==> src/rtl/astro_target_engine.sv <==
// AstroBarrier game-state engine: bouncing target lanes, a clamped ship and a single bullet,
// with per-target hit tracking, a saturating score, round restart and registered pixel layer flags.
module astro_target_engine #(
  parameter int NUM_TARGETS = 4,
  parameter int X_MIN       = 10,
  parameter int X_MAX       = 612,
  parameter int T_STEP      = 2,
  parameter int T_HALF      = 10,
  parameter int ROW0_Y      = 100,
  parameter int ROW_PITCH   = 50,
  parameter int SHIP_INIT   = 400,
  parameter int SHIP_MIN    = 30,
  parameter int SHIP_MAX    = 610,
  parameter int SHIP_STEP   = 5,
  parameter int B_Y0        = 435,
  parameter int B_STEP      = 10
) (
  input  logic                   clk,
  input  logic                   reset,
  input  logic                   tick,
  input  logic                   btn_left,
  input  logic                   btn_right,
  input  logic                   btn_fire,
  input  logic [9:0]             pix_x,
  input  logic [9:0]             pix_y,
  input  logic                   pix_valid,
  output logic [9:0]             ship_x,
  output logic [NUM_TARGETS-1:0] target_hit,
  output logic                   all_hit,
  output logic [7:0]             score,
  output logic                   bullet_active,
  output logic                   pix_ship,
  output logic                   pix_live,
  output logic                   pix_dead,
  output logic                   pix_bullet
);

  typedef enum logic [0:0] {PLAY = 1'b0, CLEARED = 1'b1} round_state_t;

  round_state_t           state_r;
  round_state_t           state_next_s;
  logic [9:0]             ship_x_r;
  logic [9:0]             ship_next_s;
  logic [9:0]             tgt_x_r [NUM_TARGETS];
  logic [NUM_TARGETS-1:0] tgt_dir_r;
  logic [NUM_TARGETS-1:0] hit_r;
  logic [NUM_TARGETS-1:0] hit_now_s;
  logic [7:0]             score_r;
  logic                   bullet_r;
  logic [9:0]             bx_r;
  logic [9:0]             by_r;
  logic                   all_hit_s;
  logic                   ship_pix_s;
  logic                   live_pix_s;
  logic                   dead_pix_s;
  logic                   bullet_pix_s;
  logic                   pix_ship_r;
  logic                   pix_live_r;
  logic                   pix_dead_r;
  logic                   pix_bullet_r;

  function automatic logic [9:0] init_x(input int idx);
    init_x = 10'(X_MIN + 2 * T_STEP * ((idx * (X_MAX - X_MIN)) / (2 * T_STEP * NUM_TARGETS)));
  endfunction

  function automatic logic [9:0] lane_y(input int idx);
    lane_y = 10'(ROW0_Y + idx * ROW_PITCH);
  endfunction

  // Signed 11-bit distance test so coordinates near zero never wrap
  function automatic logic near(input logic [9:0] a, input logic [9:0] b, input logic [10:0] half);
    logic signed [10:0] d;
    d = $signed({1'b0, a}) - $signed({1'b0, b});
    near = (d <= $signed(half)) && (d >= -$signed(half));
  endfunction

  // Round state register
  always_ff @(posedge clk or posedge reset) begin
    if (reset) begin
      state_r <= PLAY;
    end else begin
      state_r <= state_next_s;
    end
  end

  // Round transitions: clear on the tick landing the last hit, restart on fire
  always_comb begin
    state_next_s = state_r;
    case (state_r)
      PLAY: begin
        if (tick && (hit_now_s != '0) && ((hit_r | hit_now_s) == {NUM_TARGETS{1'b1}})) begin
          state_next_s = CLEARED;
        end else begin
          state_next_s = PLAY;
        end
      end
      CLEARED: begin
        if (tick && btn_fire) begin
          state_next_s = PLAY;
        end else begin
          state_next_s = CLEARED;
        end
      end
      default: state_next_s = PLAY;
    endcase
  end

  // Round outputs
  always_comb begin
    all_hit_s = 1'b0;
    case (state_r)
      CLEARED: all_hit_s = 1'b1;
      default: all_hit_s = 1'b0;
    endcase
  end

  // Bullet hit test: only the lowest-index live target under the bullet is taken
  always_comb begin
    hit_now_s = '0;
    for (int i = 0; i < NUM_TARGETS; i++) begin
      hit_now_s[i] = bullet_r && (state_r == PLAY) && !hit_r[i] && (hit_now_s == '0) &&
                     near(bx_r, tgt_x_r[i], 11'(T_HALF)) && near(by_r, lane_y(i), 11'(T_HALF));
    end
  end

  // Ship move request with clamping; opposing buttons cancel
  always_comb begin
    ship_next_s = ship_x_r;
    if (btn_right && !btn_left) begin
      ship_next_s = (ship_x_r >= 10'(SHIP_MAX - SHIP_STEP)) ? 10'(SHIP_MAX) : ship_x_r + 10'(SHIP_STEP);
    end else if (btn_left && !btn_right) begin
      ship_next_s = (ship_x_r <= 10'(SHIP_MIN + SHIP_STEP)) ? 10'(SHIP_MIN) : ship_x_r - 10'(SHIP_STEP);
    end else begin
      ship_next_s = ship_x_r;
    end
  end

  // Game state update, one step per tick
  always_ff @(posedge clk or posedge reset) begin
    if (reset) begin
      ship_x_r <= 10'(SHIP_INIT);
      hit_r    <= '0;
      score_r  <= 8'd0;
      bullet_r <= 1'b0;
      bx_r     <= 10'd0;
      by_r     <= 10'd0;
      for (int i = 0; i < NUM_TARGETS; i++) begin
        tgt_x_r[i]   <= init_x(i);
        tgt_dir_r[i] <= ((i % 2) == 0);
      end
    end else if (tick) begin
      ship_x_r <= ship_next_s;
      if (state_r == PLAY) begin
        for (int i = 0; i < NUM_TARGETS; i++) begin
          if (!hit_r[i]) begin
            if (tgt_dir_r[i]) begin
              if (tgt_x_r[i] == 10'(X_MAX)) begin
                tgt_dir_r[i] <= 1'b0;
                tgt_x_r[i]   <= tgt_x_r[i] - 10'(T_STEP);
              end else begin
                tgt_x_r[i]   <= tgt_x_r[i] + 10'(T_STEP);
              end
            end else begin
              if (tgt_x_r[i] == 10'(X_MIN)) begin
                tgt_dir_r[i] <= 1'b1;
                tgt_x_r[i]   <= tgt_x_r[i] + 10'(T_STEP);
              end else begin
                tgt_x_r[i]   <= tgt_x_r[i] - 10'(T_STEP);
              end
            end
          end
        end
        hit_r <= hit_r | hit_now_s;
        // A bullet retiring this tick takes priority over a new launch
        if (hit_now_s != '0) begin
          bullet_r <= 1'b0;
          if (score_r != 8'hFF) begin
            score_r <= score_r + 8'd1;
          end
        end else if (bullet_r) begin
          if (by_r < 10'(B_STEP)) begin
            bullet_r <= 1'b0;
          end else begin
            by_r <= by_r - 10'(B_STEP);
          end
        end else if (btn_fire) begin
          bullet_r <= 1'b1;
          bx_r     <= ship_x_r;
          by_r     <= 10'(B_Y0);
        end
      end else if (btn_fire) begin
        hit_r <= '0;
        for (int i = 0; i < NUM_TARGETS; i++) begin
          tgt_x_r[i]   <= init_x(i);
          tgt_dir_r[i] <= ((i % 2) == 0);
        end
      end
    end
  end

  // Pixel layer decode from the current registered state
  always_comb begin
    live_pix_s = 1'b0;
    dead_pix_s = 1'b0;
    for (int i = 0; i < NUM_TARGETS; i++) begin
      live_pix_s = live_pix_s | (!hit_r[i] && near(pix_x, tgt_x_r[i], 11'(T_HALF)) &&
                                 near(pix_y, lane_y(i), 11'(T_HALF)));
      dead_pix_s = dead_pix_s | (hit_r[i] && near(pix_x, tgt_x_r[i], 11'(T_HALF)) &&
                                 near(pix_y, lane_y(i), 11'(T_HALF)));
    end
    ship_pix_s   = near(pix_x, ship_x_r, 11'd30) && (pix_y >= 10'd448) && (pix_y <= 10'd511);
    bullet_pix_s = bullet_r && near(pix_x, bx_r, 11'd3) && near(pix_y, by_r, 11'd5);
  end

  // Pixel flag registers, gated by the display-area qualifier
  always_ff @(posedge clk or posedge reset) begin
    if (reset) begin
      pix_ship_r   <= 1'b0;
      pix_live_r   <= 1'b0;
      pix_dead_r   <= 1'b0;
      pix_bullet_r <= 1'b0;
    end else begin
      pix_ship_r   <= pix_valid && ship_pix_s;
      pix_live_r   <= pix_valid && live_pix_s;
      pix_dead_r   <= pix_valid && dead_pix_s;
      pix_bullet_r <= pix_valid && bullet_pix_s;
    end
  end

  assign ship_x        = ship_x_r;
  assign target_hit    = hit_r;
  assign all_hit       = all_hit_s;
  assign score         = score_r;
  assign bullet_active = bullet_r;
  assign pix_ship      = pix_ship_r;
  assign pix_live      = pix_live_r;
  assign pix_dead      = pix_dead_r;
  assign pix_bullet    = pix_bullet_r;

endmodule

==> config.mk <==
export PLATFORM = sky130hd
export DESIGN_NAME = astro_target_engine
export DESIGN_NICKNAME = d
export VERILOG_FILES = /design/src/rtl/astro_target_engine.sv
export SDC_FILE = /design/constraint.sdc
export NUM_CORES = 1
export LEC_CHECK = 0
export CORE_MARGIN = 5
export CORE_UTILIZATION = 55
export DETAILED_ROUTE_END_ITERATION = 8
export GPL_TIMING_DRIVEN = 0
export MAX_ROUTING_LAYER = met4
export PLACE_DENSITY = 0.74
export SKIP_LAST_GASP = 1
export SYNTH_ARGS = -nofsm -noshare
export SYNTH_HDL_FRONTEND = slang
export SYNTH_SLANG_ARGS = --single-unit
==> constraint.sdc <==
create_clock -name clk -period 5.43 [get_ports clk]
set_input_delay 0.8145 -clock clk [delete_from_list [all_inputs] [get_ports clk]]
set_output_delay 0.8145 -clock clk [all_outputs]
set_load 0.02 [all_outputs]
==> results of run 1 <==
worst paths after layout:
path                                endpoint  slack (ps)  cells after the start
worst max-delay path                pix_live         900                     11
worst min-delay path            tgt_dir_r[0]         510                      2
worst max register to register       by_r[4]        1330                     14
worst min register to register  tgt_dir_r[0]         510                      2
max in group asynchronous        tgt_x_r[31]        3860                      3
min in group asynchronous           score[0]         850                      2
final cells by class:
class	instances	area [µm²]	area share
clock buffers	9	225	0.0170
clock inverters	7	76.3	0.00577
multi-input cells	1334	9160	0.692
flip-flops and latches	88	2230	0.169
repair buffers	55	568	0.0429
plain buffers	44	205	0.0155
inverters	110	415	0.0314
well taps	280	350	0.0265
kinds of logic (layout without fill, tap and decap cells):
family	count (synthesis)	in the layout	synth area share
other cells	2	8	0.000627
fa+ha+maj	151	151	0.165
compound gates	504	504	0.275
simple gates	567	567	0.245
xor+xnor	89	89	0.0650
mux	15	15	0.0128
buf+inv	154	225	0.0516
flops	88	88	0.186
routing by layer:
metal / wire, µm / up-vias
li1: - / 5982
met1: 16100 / 5767
met2: 16600 / 436
met3: 2130 / 77
met4: 1610 / 0
met5: 0 / -
registers in the layout, indices dropped and copies added (netlist names), 4 cells and up:
name,cells
by_r,10
target_hit,4
bx_r,10
score,8
tgt_dir_r,4
ship_x,10
tgt_x_r,36
cells in the final DEF, fill, tap and decap left out, drive strengths merged, types with 31 or more instances in the layout:
| master | instances |
|---|---|
| ha | 140 |
| nor2 | 133 |
| o21ai | 130 |
| a21oi | 119 |
| inv | 115 |
| nand2 | 107 |
| dfrtp | 66 |
| nor3 | 61 |
| nand3 | 54 |
| clkdlybuf4s50 | 54 |
| xor2 | 45 |
| xnor2 | 44 |
| clkbuf | 44 |
| o21a | 31 |
through the flow:
stage	total power [W]	util	area (µm²)	setup WS [ps]
3_3_place_gp	0.00558	0.597	12900	604
5_1_grt	0.00705	0.612	13200	503
3_5_place_dp	0.00567	0.598	12900	583
6_report	0.00646	0.612	13200	905
2_1_floorplan	0.00468	-	12000	1950
4_1_cts	0.00638	0.612	13200	958
where the power goes:
group / internal (W) / leakage [nW] / switching (W)
registers: 0.000872 / 1.07 / 0.000306
logic: 0.00193 / 4.34 / 0.00268
clock network: 0.000330 / 0.150 / 0.000342
total: 0.00313 / 5.56 / 0.00333
worst reg2reg max path, cell delays in order (launching register included):
cell       delay (ps)
dfrtp_1           510
clkbuf_1          450
inv_1             260
ha_1              260
a21bo_2           260
o2111ai_1         180
o311ai_0          180
a31oi_1           320
nor2_1             90
a32o_1            350
nor4_4            450
buf_6             230
buf_8             160
a21oi_1            70
a211oi_1          240
==> results_dict.tcl, run 1 <==
set metrics [dict create \
    skew_ps 11.3 \
    insertion_delay_ps 370 \
    finalSetupTns_ps 0 \
    drt_wl_total_um 36400 \
    path_clk_slew_ps 80 \
    cts_tree "built" \
    synth_top_area_share 0.146 \
    synth_edf_count 0 \
    worst_pin_slew_ps 1060 \
    fmax_ghz 0.221 \
    place_inst 1911 \
    std_cell_rows 54 \
    power.leakage_nw 5.56 \
    dpl.hpwl_um 27800 \
    synth_most_common_cell "ha_1" \
    crit_family "compound AO/OA/AOI/OAI gates" \
    criticalPathCategory "input pin to register" \
    ios 55 \
    rsz0062_at_grt "false" \
    ys_types 91 \
    grt.overflow.total 0 \
    cts.path.max_buffers 2 \
    syn_avg_cell_area_um2 7.63 \
    crit_path_start_kind "input pin" \
    ir_worst_vdd_v 0.000260 \
    finalSetupViolations 0 \
    min_path_type "register to register" \
    timing.slew.headroom 0.288 \
    vias 12300 \
    fillers 1978 \
    cpMaxStageDelayCell "clkdlybuf4s50_1" \
    status "finished, final reports clean" \
    ys_top_cells_by_area "ha_1 (15%), dfrtp_1 (14%), o21ai_0 (5.3%)" \
    layout.nets 1820 \
    pwr_density_cell_nw_per_um2 488 \
    diodes 0 \
    grt_pass1_wl_um 59100 \
    antenna_found_initial 0 \
    cts_resized 0 \
    grt_pass1_vias 11500 \
    hold_buffers 0 \
    grt.busiest_layer "met2" \
    syn_area_um2 12000 \
    finalHoldViolations 0 \
    grtUsageMet2 0.479 \
    critical_path.endpoint_type "register" \
    initial_core_util 0.554 \
    grt_use_met1 0.398 \
    drv_slew 0 \
    wire_per_inst_um 18.9 \
    r2r_start "by_r[4]" \
    syn_inst 1570 \
    ys.flop_type "dfrtp_1" \
    synth_top_cells_by_count "ha_1 (140), nor2_1 (131), o21ai_0 (126)" \
    dieArea_um2 24800 \
    period_needed_ps 4530 \
    ant_nets 0 \
    gp_congestion 0.976 \
    slowest_delay_ps 980 \
    drc 0 \
    synthArstFlopShare 1.00 \
    io_buffers 54 \
    fin_hold_ws_ps 507 \
    synth-seq-area-share 0.186 \
    cp_max_fo 12 \
    dr.pass1.iters 5 \
    startpoint "pix_x[1]" \
    synth_area_leader_cell "ha_1" \
    post_cts_buffers 0 \
    worstHoldStart "tgt_dir_r[0]" \
    htreeDepth 3 \
    die_y_um 158 \
    fin_crit_sh 0.833 \
    ys_ff_latch 88 \
    viasPerCell 6.36 \
    final_layout_size_suffix_gt1_frac 0.0522 \
    use_met3 0.0290 \
    track_usage 0.302 \
    worstPathCellList "clkdlybuf4s50_1 -> ha_1 -> o21ai_0 -> a2111oi_0 -> or2_2 -> a311oi_1 -> nor4_1 -> nand2_1 -> a221oi_1 -> nor2b_1 -> a2111o_1" \
    crit_arrival_ps 4820 \
    root_buffer "clkbuf_16" \
    required_ps 5720 \
    grt_start_max_net_pins 47 \
    core-area_um2 21600 \
    drv_cap 0 \
    synthToLayoutAreaGrowth_pct 10.4 \
    clock_sinks 88 \
    die_x_um 158 \
    crit_buf_inv 1 \
    final_cells 1927 \
    synth_warnings 0 \
    detailedRoute.firstIterationViolations 1064 \
    cts_buffers 9 \
]
(Power assumes the default switching activity.)
==> run 2, diff against run 1 <==
clock period = 4.6 ns   (was 5.43 ns; I/O delays follow)
==> results_dict.tcl, run 2 (synthesized netlist as in run 1, its figures left out) <==
set metrics [dict create \
    cpMaxStageDelayCell "clkdlybuf4s50_1" \
    status "finished, final reports clean" \
    r2r_cells 14 \
    cts.path.max_buffers 2 \
    finalSetupViolations 0 \
    dpl.hpwl_um 27800 \
    io_buffers 54 \
    post-place-ws_ps -122 \
    drc 0 \
    post_cts_buffers 0 \
    rsz0062_at_grt "false" \
    synthToLayoutAreaGrowth_pct 10.4 \
    fmax_ghz 0.238 \
    grt.busiest_layer "met2" \
    drt_wl_total_um 36300 \
    path_clk_slew_ps 80 \
    worstPathCellList "clkdlybuf4s50_1 -> inv_1 -> ha_1 -> inv_1 -> fa_1 -> a21o_1 -> a21oi_1 -> nor2b_1 -> o21ai_0 -> a21oi_1 -> or3_1 -> a2111oi_0 -> o211ai_1 -> a22oi_1" \
    grt.overflow.total 0 \
    core-area_um2 21600 \
    dr.pass1.iters 6 \
    finalSetupTns_ps 0 \
    cts_tree "built" \
    skew_ps 11.2 \
    detailedRoute.firstIterationViolations 1090 \
    critical_path.endpoint_type "register" \
    drv_slew 0 \
    r2r_start "by_r[4]" \
    finalHoldViolations 0 \
    grt_start_max_net_pins 47 \
    crit_path_start_kind "input pin" \
    track_usage 0.302 \
    hold-path-cell-count 2 \
    min_path_type "register to register" \
    layout.nets 1820 \
    cts_resized 0 \
    drv_cap 0 \
    viasPerCell 6.32 \
    dieArea_um2 24800 \
    wire_per_inst_um 18.8 \
    antenna_found_initial 0 \
    ios 55 \
    gp_congestion 0.976 \
    largest-register "tgt_x_r" \
    insertion_delay_ps 370 \
    ir_worst_vdd_v 0.000307 \
    use_met3 0.0290 \
    required_ps 4860 \
    criticalPathCategory "input pin to register" \
    grt_pass1_wl_um 59100 \
    pwr_density_cell_nw_per_um2 576 \
    worst_pin_slew_ps 1060 \
    grt_use_met1 0.398 \
    rrSetupSlack_ps 520 \
    initial_core_util 0.554 \
    multiInputGateArea_um2 9160 \
    mostFrequentLayoutCells "ha_1 (140), nor2_1 (131), o21ai_0 (126)" \
    grtUsageMet2 0.479 \
    root_buffer "clkbuf_16" \
    clock_sinks 88 \
    cp_max_fo 5 \
    crit_arrival_ps 4460 \
    power.leakage_nw 5.57 \
    period_needed_ps 4190 \
    htreeDepth 3 \
    register_area_um2 2230 \
    die_y_um 158 \
    cts_buffers 9 \
    power.total_w 0.00762 \
    timing.final.ws_setup_ps 407 \
    r2r-end "by_r[4]" \
    slowest_delay_ps 710 \
    ant_nets 0 \
    layout_commonest_cell "ha_1" \
    diodes 0 \
    largest_reg_flops 36 \
    final_layout_size_suffix_gt1_frac 0.0522 \
    worstHoldStart "tgt_dir_r[0]" \
    min_to "tgt_dir_r[0]" \
    hold_buffers 0 \
    fin_crit_sh 0.912 \
    vias 12200 \
    die_x_um 158 \
    std_cell_rows 54 \
    grt_pass1_vias 11500 \
    timing.slew.headroom 0.291 \
    fillers 1976 \
]
-- run 2: cell count changes in the layout (fill, tap and decap cells not counted), sizes merged --
cell / before / now
dlymetal6s2s: 0 / 1
clkdlybuf4s50: 54 / 53
-- run 2: where the power goes --
group	leakage (nW)	total (W)	internal [W]	switching, W
combinational	4.35	0.00544	0.00228	0.00317
clock	0.150	0.000792	0.000390	0.000402
sequential	1.07	0.00139	0.00103	0.000359
total	5.57	0.00762	0.00370	0.00393
-- run 2: how the worst max path moves through the flow --
stage	startpoint	end	depth (start not counted)
2_1_floorplan	tgt_x_r[23]	score[1]	13
3_3_place_gp	pix_x[1]	pix_live	11
3_5_place_dp	pix_x[1]	pix_bullet	11
4_1_cts	pix_x[1]	pix_bullet	11
5_1_grt	pix_x[0]	pix_bullet	14
6_report	pix_x[0]	pix_bullet	14
-- run 2: area by class of cell --
class / instances / share of cell area
multi-input cells: 1334 / 0.692
flip-flops and latches: 88 / 0.168
repair buffers: 55 / 0.0431
inverters: 110 / 0.0314
well taps: 280 / 0.0265
clock buffers: 9 / 0.0170
plain buffers: 44 / 0.0155
clock inverters: 7 / 0.00577
-- run 2: critical path: cells and delay by family --
family / cells / cell delay, ps
compound gates: 7 / 1740
fa+ha+maj: 2 / 590
buf+inv: 3 / 990
simple gates: 2 / 430
-- run 2: routing by layer --
| metal | up-vias | routed length [µm] |
|---|---|---|
| li1 | 5988 | - |
| met5 | - | 0 |
| met4 | 0 | 1670 |
| met2 | 423 | 16500 |
| met3 | 86 | 2190 |
| met1 | 5688 | 15900 |
-- run 2: metrics by stage --
stage	instance area (µm²)	utilization	hold slack, ps	std cells
6_report	13200	0.612	506	1927
5_1_grt	13200	0.612	521	1927
4_1_cts	13200	0.612	502	1927
3_5_place_dp	12900	0.598	492	1911
3_3_place_gp	12900	0.597	488	1910
2_1_floorplan	12000	-	462	1576
==> RTL change 1: new RTL, settings of run 2 <==
Change the parameter `NUM_TARGETS` from 4 to 2.
--- a/src/rtl/astro_target_engine.sv
+++ b/src/rtl/astro_target_engine.sv
@@ -2,5 +2,5 @@
 // with per-target hit tracking, a saturating score, round restart and registered pixel layer flags.
 module astro_target_engine #(
-  parameter int NUM_TARGETS = 4,
+  parameter int NUM_TARGETS = 2,
   parameter int X_MIN       = 10,
   parameter int X_MAX       = 612,
Interface: changed (resized target_hit); port bits go from 55 to 53. The function was not compared with the original's and may differ.
==> RTL change 1 against run 2 <==
  * Global-route usage decreased by 3.4 points
  * Utilization increased by 1.8 points
  * Combinational power decreased by 30%
  * Sequential cell count decreased by 22
  * Design area decreased by 32%
  * First-iteration DRC count decreased by 54%
  * Critical path depth decreased by 3
  * Routed wire length decreased by 40%
  * Worst setup slack improved by 0.32 ns
  * Total power decreased by 26%
  * Synthesized area decreased by 34%
==> RTL change 1: results (changes against run 2) <==
<table>
<tr><th>Metric</th><th>Value</th></tr>
<tr><th colspan="2">Status</th></tr>
<tr><td>Status</td><td>finished clean</td></tr>
<tr><th colspan="2">Clock tree</th></tr>
<tr><td>Clock latency reported for the late side of the worst-skew pair</td><td>0.35 ns (-0.02 ns)</td></tr>
<tr><td>Clock Pin Slew Worst Setup and Hold Paths</td><td>0.06 ns (-0.02 ns)</td></tr>
<tr><th colspan="2">Placed design</th></tr>
<tr><td>Count of buffers inserted at the top-level ports</td><td>52 (-3.7%)</td></tr>
<tr><td>HPWL reported at the end of detailed placement</td><td>16880 µm (-39%)</td></tr>
<tr><th colspan="2">Setup path</th></tr>
<tr><td>Critical path data arrival time</td><td>4.14 ns (-0.32 ns)</td></tr>
<tr><td>Highest fanout seen on the critical path</td><td>8 (+3)</td></tr>
<tr><td>Register-to-register path setup slack</td><td>1.02 ns (+0.50 ns)</td></tr>
<tr><td>Register-to-Register Path Depth</td><td>13 (-1)</td></tr>
<tr><td>Critical path startpoint</td><td>pix_x[1]</td></tr>
<tr><td>Largest stage delay on the critical path</td><td>0.74 ns (+0.03 ns)</td></tr>
<tr><th colspan="2">Logic synthesis</th></tr>
<tr><td>Adder-cell share of the synthesized area</td><td>0.1547 (-0.009832)</td></tr>
<tr><td>Share of cell area taken by muxes after synthesis</td><td>0.01544 (+0.002597)</td></tr>
<tr><td>Commonest cells in the netlist</td><td>93 x sky130_fd_sc_hd__nor2_1, 87 x sky130_fd_sc_hd__ha_1, 85 x sky130_fd_sc_hd__o21ai_0, 82 x sky130_fd_sc_hd__inv_1, 77 x sky130_fd_sc_hd__nand2_1</td></tr>
<tr><td>Post-synthesis share of cell area spent on xor and xnor gates</td><td>0.08144 (+0.01640)</td></tr>
<tr><td>Sequential area share after synthesis</td><td>0.2097 (+0.02364)</td></tr>
<tr><th colspan="2">Timing</th></tr>
<tr><td>Skew final</td><td>0.007866 ns (-0.003338 ns)</td></tr>
<tr><th colspan="2">Power and ir drop</th></tr>
<tr><td>Peak supply drop</td><td>0.4151 mV (+35%)</td></tr>
<tr><th colspan="2">Min path</th></tr>
<tr><td>Startpoint of the most critical hold path</td><td>score[7]</td></tr>
<tr><td>Sink of the worst hold path</td><td>score[7]</td></tr>
<tr><th colspan="2">Drt</th></tr>
<tr><td>Number of DRC violations after detailed-routing iteration 0</td><td>503 (-54%)</td></tr>
<tr><td>Number of search-and-repair iterations in the first detailed-routing pass</td><td>5 (-1)</td></tr>
<tr><td>Ratio of routed vias to standard cells</td><td>6.109 (-3.4%)</td></tr>
<tr><th colspan="2">Final layout</th></tr>
<tr><td>Number of flip-flops under the largest register name</td><td>18 (-50%)</td></tr>
<tr><td>Non-filler instance count after layout</td><td>1285 (-33%)</td></tr>
<tr><td>Share of post-route cells with drive strength above 1</td><td>0.04905 (-0.003170)</td></tr>
<tr><th colspan="2">GRT</th></tr>
<tr><td>Pin count of the biggest net entering global routing</td><td>67 (+43%)</td></tr>
<tr><td>Wire length of the first global-routing pass</td><td>35650 µm (-40%)</td></tr>
<tr><td>Vias in the first global route</td><td>7310 (-36%)</td></tr>
</table>
==> RTL change 1: cell count changes in the layout (fill, tap and decap cells not counted), moves of 17 or more <==
cell / change
sky130_fd_sc_hd__a21o_1: -17
sky130_fd_sc_hd__a21oi_1: -46
sky130_fd_sc_hd__a31oi_1: -19
sky130_fd_sc_hd__ha_1: -53
sky130_fd_sc_hd__inv_1: -27
sky130_fd_sc_hd__nand2_1: -30
sky130_fd_sc_hd__nor2_1: -38
sky130_fd_sc_hd__nor2b_1: -18
sky130_fd_sc_hd__nor3_1: -25
sky130_fd_sc_hd__o21ai_0: -41
sky130_fd_sc_hd__xor2_1: -18
==> RTL change 1: through the flow <==
step	hold WS (ns)	utilization	cell area, µm²	setup WS (ns)	total power [µW]
CTS	0.5065	0.6297	9047	0.7497	5588
global route	0.5237	0.6297	9047	0.5442	6133
floorplan	0.4562	-	7950	1.469	3938
global placement	0.4851	0.6055	8701	0.4824	4689
finish	0.5064	0.6297	9047	0.7245	5638
detailed placement	0.4940	0.6057	8703	0.4023	4741
==> RTL change 1: where the power goes <==
part / total, µW / internal, µW / switching (µW)
Sequential: 994 / 760 / 234
Clock: 816 / 532 / 285
Combinational: 3830 / 1610 / 2210
Total: 5640 / 2900 / 2730
==> RTL change 1: metal layers <==
metal | wire length (µm) | global-route usage
met5 | 0 | -
met4 | 510 | 0.07518
met3 | 1115 | 0.03193
met2 | 10270 | 0.4390
met1 | 9975 | 0.3512
==> RTL change 1: layout make-up <==
cell class              count  area (µm²)
clock inverters             6       115.1
fillers                  1318        5321
inverters                  82       310.3
multi-input cells         858        5859
well taps                 184       230.2
clock buffers              10       229.0
repair buffers             52       520.5
plain buffers              27       117.6
flip-flops and latches     66        1665
==> RTL change 2: new RTL, settings of run 2 <==
Made on the original files. Register the input `btn_right` before use, without a reset. The logic sees it one clock later. The other inputs are not delayed to match.
--- a/src/rtl/astro_target_engine.sv
+++ b/src/rtl/astro_target_engine.sv
@@ -38,4 +38,10 @@
   typedef enum logic [0:0] {PLAY = 1'b0, CLEARED = 1'b1} round_state_t;
 
+  logic btn_right_q;
+
+  always_ff @(posedge clk) begin
+    btn_right_q <= btn_right;
+  end
+
   round_state_t           state_r;
   round_state_t           state_next_s;
@@ -127,7 +133,7 @@
   always_comb begin
     ship_next_s = ship_x_r;
-    if (btn_right && !btn_left) begin
+    if (btn_right_q && !btn_left) begin
       ship_next_s = (ship_x_r >= 10'(SHIP_MAX - SHIP_STEP)) ? 10'(SHIP_MAX) : ship_x_r + 10'(SHIP_STEP);
-    end else if (btn_left && !btn_right) begin
+    end else if (btn_left && !btn_right_q) begin
       ship_next_s = (ship_x_r <= 10'(SHIP_MIN + SHIP_STEP)) ? 10'(SHIP_MIN) : ship_x_r - 10'(SHIP_STEP);
     end else begin
Formal check against the unedited RTL: not equivalent (Yosys sat finds a counterexample within 4 cycles, from zero or initial values and one cycle with reset high).
==> RTL change 2 against run 2 <==
  * Sequential cell count increased by 1
  * Routed wire length decreased by 6.6%
  * Synthesized cell count shrank 5.2%
  * Design area decreased by 3.2%
  * Critical path type unchanged
  * Via count fell by 3.9%
  * Synthesized area down 3.5%
  * Total power decreased by 1.6%
  * Largest cell class unchanged
  * Worst setup slack lost 0.17 ns
  * Sequential share of layout area grew 0.72 points
==> RTL change 2: results (changes against run 2) <==
<table>
<tr><th>Metric</th><th>Value</th></tr>
<tr><th colspan="2">Status</th></tr>
<tr><td>Status</td><td>finished clean</td></tr>
<tr><th colspan="2">Final layout</th></tr>
<tr><td>Fraction of standard cell area in multi-input logic</td><td>0.6847 (-0.007520)</td></tr>
<tr><td>Layout net count</td><td>1739 (-4.5%)</td></tr>
<tr><td>Number of multi-input combinational cells</td><td>1255 (-5.9%)</td></tr>
<tr><td>Non-clock buffer count in the final layout</td><td>97 (-2.0%)</td></tr>
<tr><td>Final clock-cell share</td><td>0.02306 (+0.0002705)</td></tr>
<tr><td>Filler cell count</td><td>1903 (-3.7%)</td></tr>
<tr><td>Non-clk invs</td><td>109 (-0.91%)</td></tr>
<tr><td>Non-clock buffering overhead</td><td>0.05754 (-0.001076)</td></tr>
<tr><td>Clock buf count</td><td>10 (+1)</td></tr>
<tr><th colspan="2">Logic synthesis</th></tr>
<tr><td>Flip-flop and latch count after synthesis</td><td>89 (+1.1%)</td></tr>
<tr><td>Most area-consuming cells after synthesis</td><td>sky130_fd_sc_hd__ha_1 15%, sky130_fd_sc_hd__dfrtp_1 14%, sky130_fd_sc_hd__a21oi_1 5.2%</td></tr>
<tr><td>Share of synthesized registers carrying an async set or reset</td><td>0.9888 (-0.01124)</td></tr>
<tr><td>Sequential area share after synthesis</td><td>0.1946 (+0.008578)</td></tr>
<tr><td>Commonest cells in the netlist</td><td>140 x sky130_fd_sc_hd__ha_1, 119 x sky130_fd_sc_hd__a21oi_1, 116 x sky130_fd_sc_hd__nor2_1, 113 x sky130_fd_sc_hd__o21ai_0, 109 x sky130_fd_sc_hd__inv_1</td></tr>
<tr><th colspan="2">Setup path</th></tr>
<tr><td>Cell with the largest stage delay on the worst path</td><td>sky130_fd_sc_hd__or4b_1</td></tr>
<tr><td>Largest stage delay on the critical path</td><td>0.62 ns (-0.09 ns)</td></tr>
<tr><td>Highest fanout seen on the critical path</td><td>10 (+5)</td></tr>
<tr><th colspan="2">Timing</th></tr>
<tr><td>Skew final</td><td>0.01047 ns (-0.0007320 ns)</td></tr>
<tr><td>Worst slew margin relative to its limit</td><td>0.3137 (+0.02318)</td></tr>
<tr><th colspan="2">GRT</th></tr>
<tr><td>Wire length of the first global-routing pass</td><td>54380 µm (-8.1%)</td></tr>
<tr><th colspan="2">Power and ir drop</th></tr>
<tr><td>Peak supply drop</td><td>0.3548 mV (+16%)</td></tr>
<tr><td>Leakage power</td><td>0.005374 µW (-3.5%)</td></tr>
<tr><th colspan="2">Placed design</th></tr>
<tr><td>HPWL reported at the end of detailed placement</td><td>25830 µm (-7.1%)</td></tr>
<tr><th colspan="2">Drt</th></tr>
<tr><td>Total via count after detailed routing</td><td>11710 (-3.9%)</td></tr>
</table>
==> RTL change 2: routing by layer <==
layer | track usage | wire, µm
met1 | 0.3702 | 14800
met2 | 0.4405 | 14980
met3 | 0.04033 | 2474
met4 | 0.1241 | 1638
met5 | - | 0
==> RTL change 2: where the power goes <==
part	internal, µW	leakage (µW)	switching [µW]
sequential	1040	0.00109	368
clock	426	0.000147	360
combinational	2200	0.00414	3110
==> RTL change 2: timing repair <==
action | 4_1_cts | 5_1_grt
setup endpoints to repair | 2 | 9
gates cloned | 0 | 0
resized for setup | 4 | 4
==> RTL change 2: critical path: cells and delay by family <==
kind | cells | cell delay [ns]
adders and majority gates | 1 | 0.33
AOI/OAI and AO/OA | 5 | 0.81
buffers and inverters | 4 | 1.26
and+or+nand+nor | 4 | 1.53
==> RTL change 2: kinds of logic after synthesis <==
family / synth area share
AOI/OAI and AO/OA: 0.2640
xor gates and xnor gates: 0.07349
adders and majority gates: 0.1714
buffers and inverters: 0.05033
DFF: 0.1946
muxes: 0.01753
other: 0.0006497
and+or+nand+nor: 0.2279
==> RTL change 2: path summary, 6_finish.rpt <==
kind                               end     start  depth (start not counted)  slack, ns
setup / recovery              pix_dead  pix_y[4]                         14       0.24
hold / removal                score[6]  score[6]                          1       0.50
setup reg to reg              score[1]   by_r[3]                         12       0.27
hold reg to reg               score[6]  score[6]                          1       0.50
max in group asynchronous   tgt_x_r[7]     reset                          3       3.23
min in group asynchronous  tgt_x_r[16]     reset                          2       0.67
==> RTL change 2: metrics by stage <==
stage	hold slack, ns	setup WS [ns]	instance area [µm²]	std cells
floorplan	0.4676	1.057	11580	1495
global placement	0.4819	-1.041	12470	1824
detailed placement	0.4933	-1.107	12500	1825
CTS	0.5053	0.1162	12800	1841
global route	0.5241	0.02220	12810	1841
finish	0.5039	0.2412	12810	1841
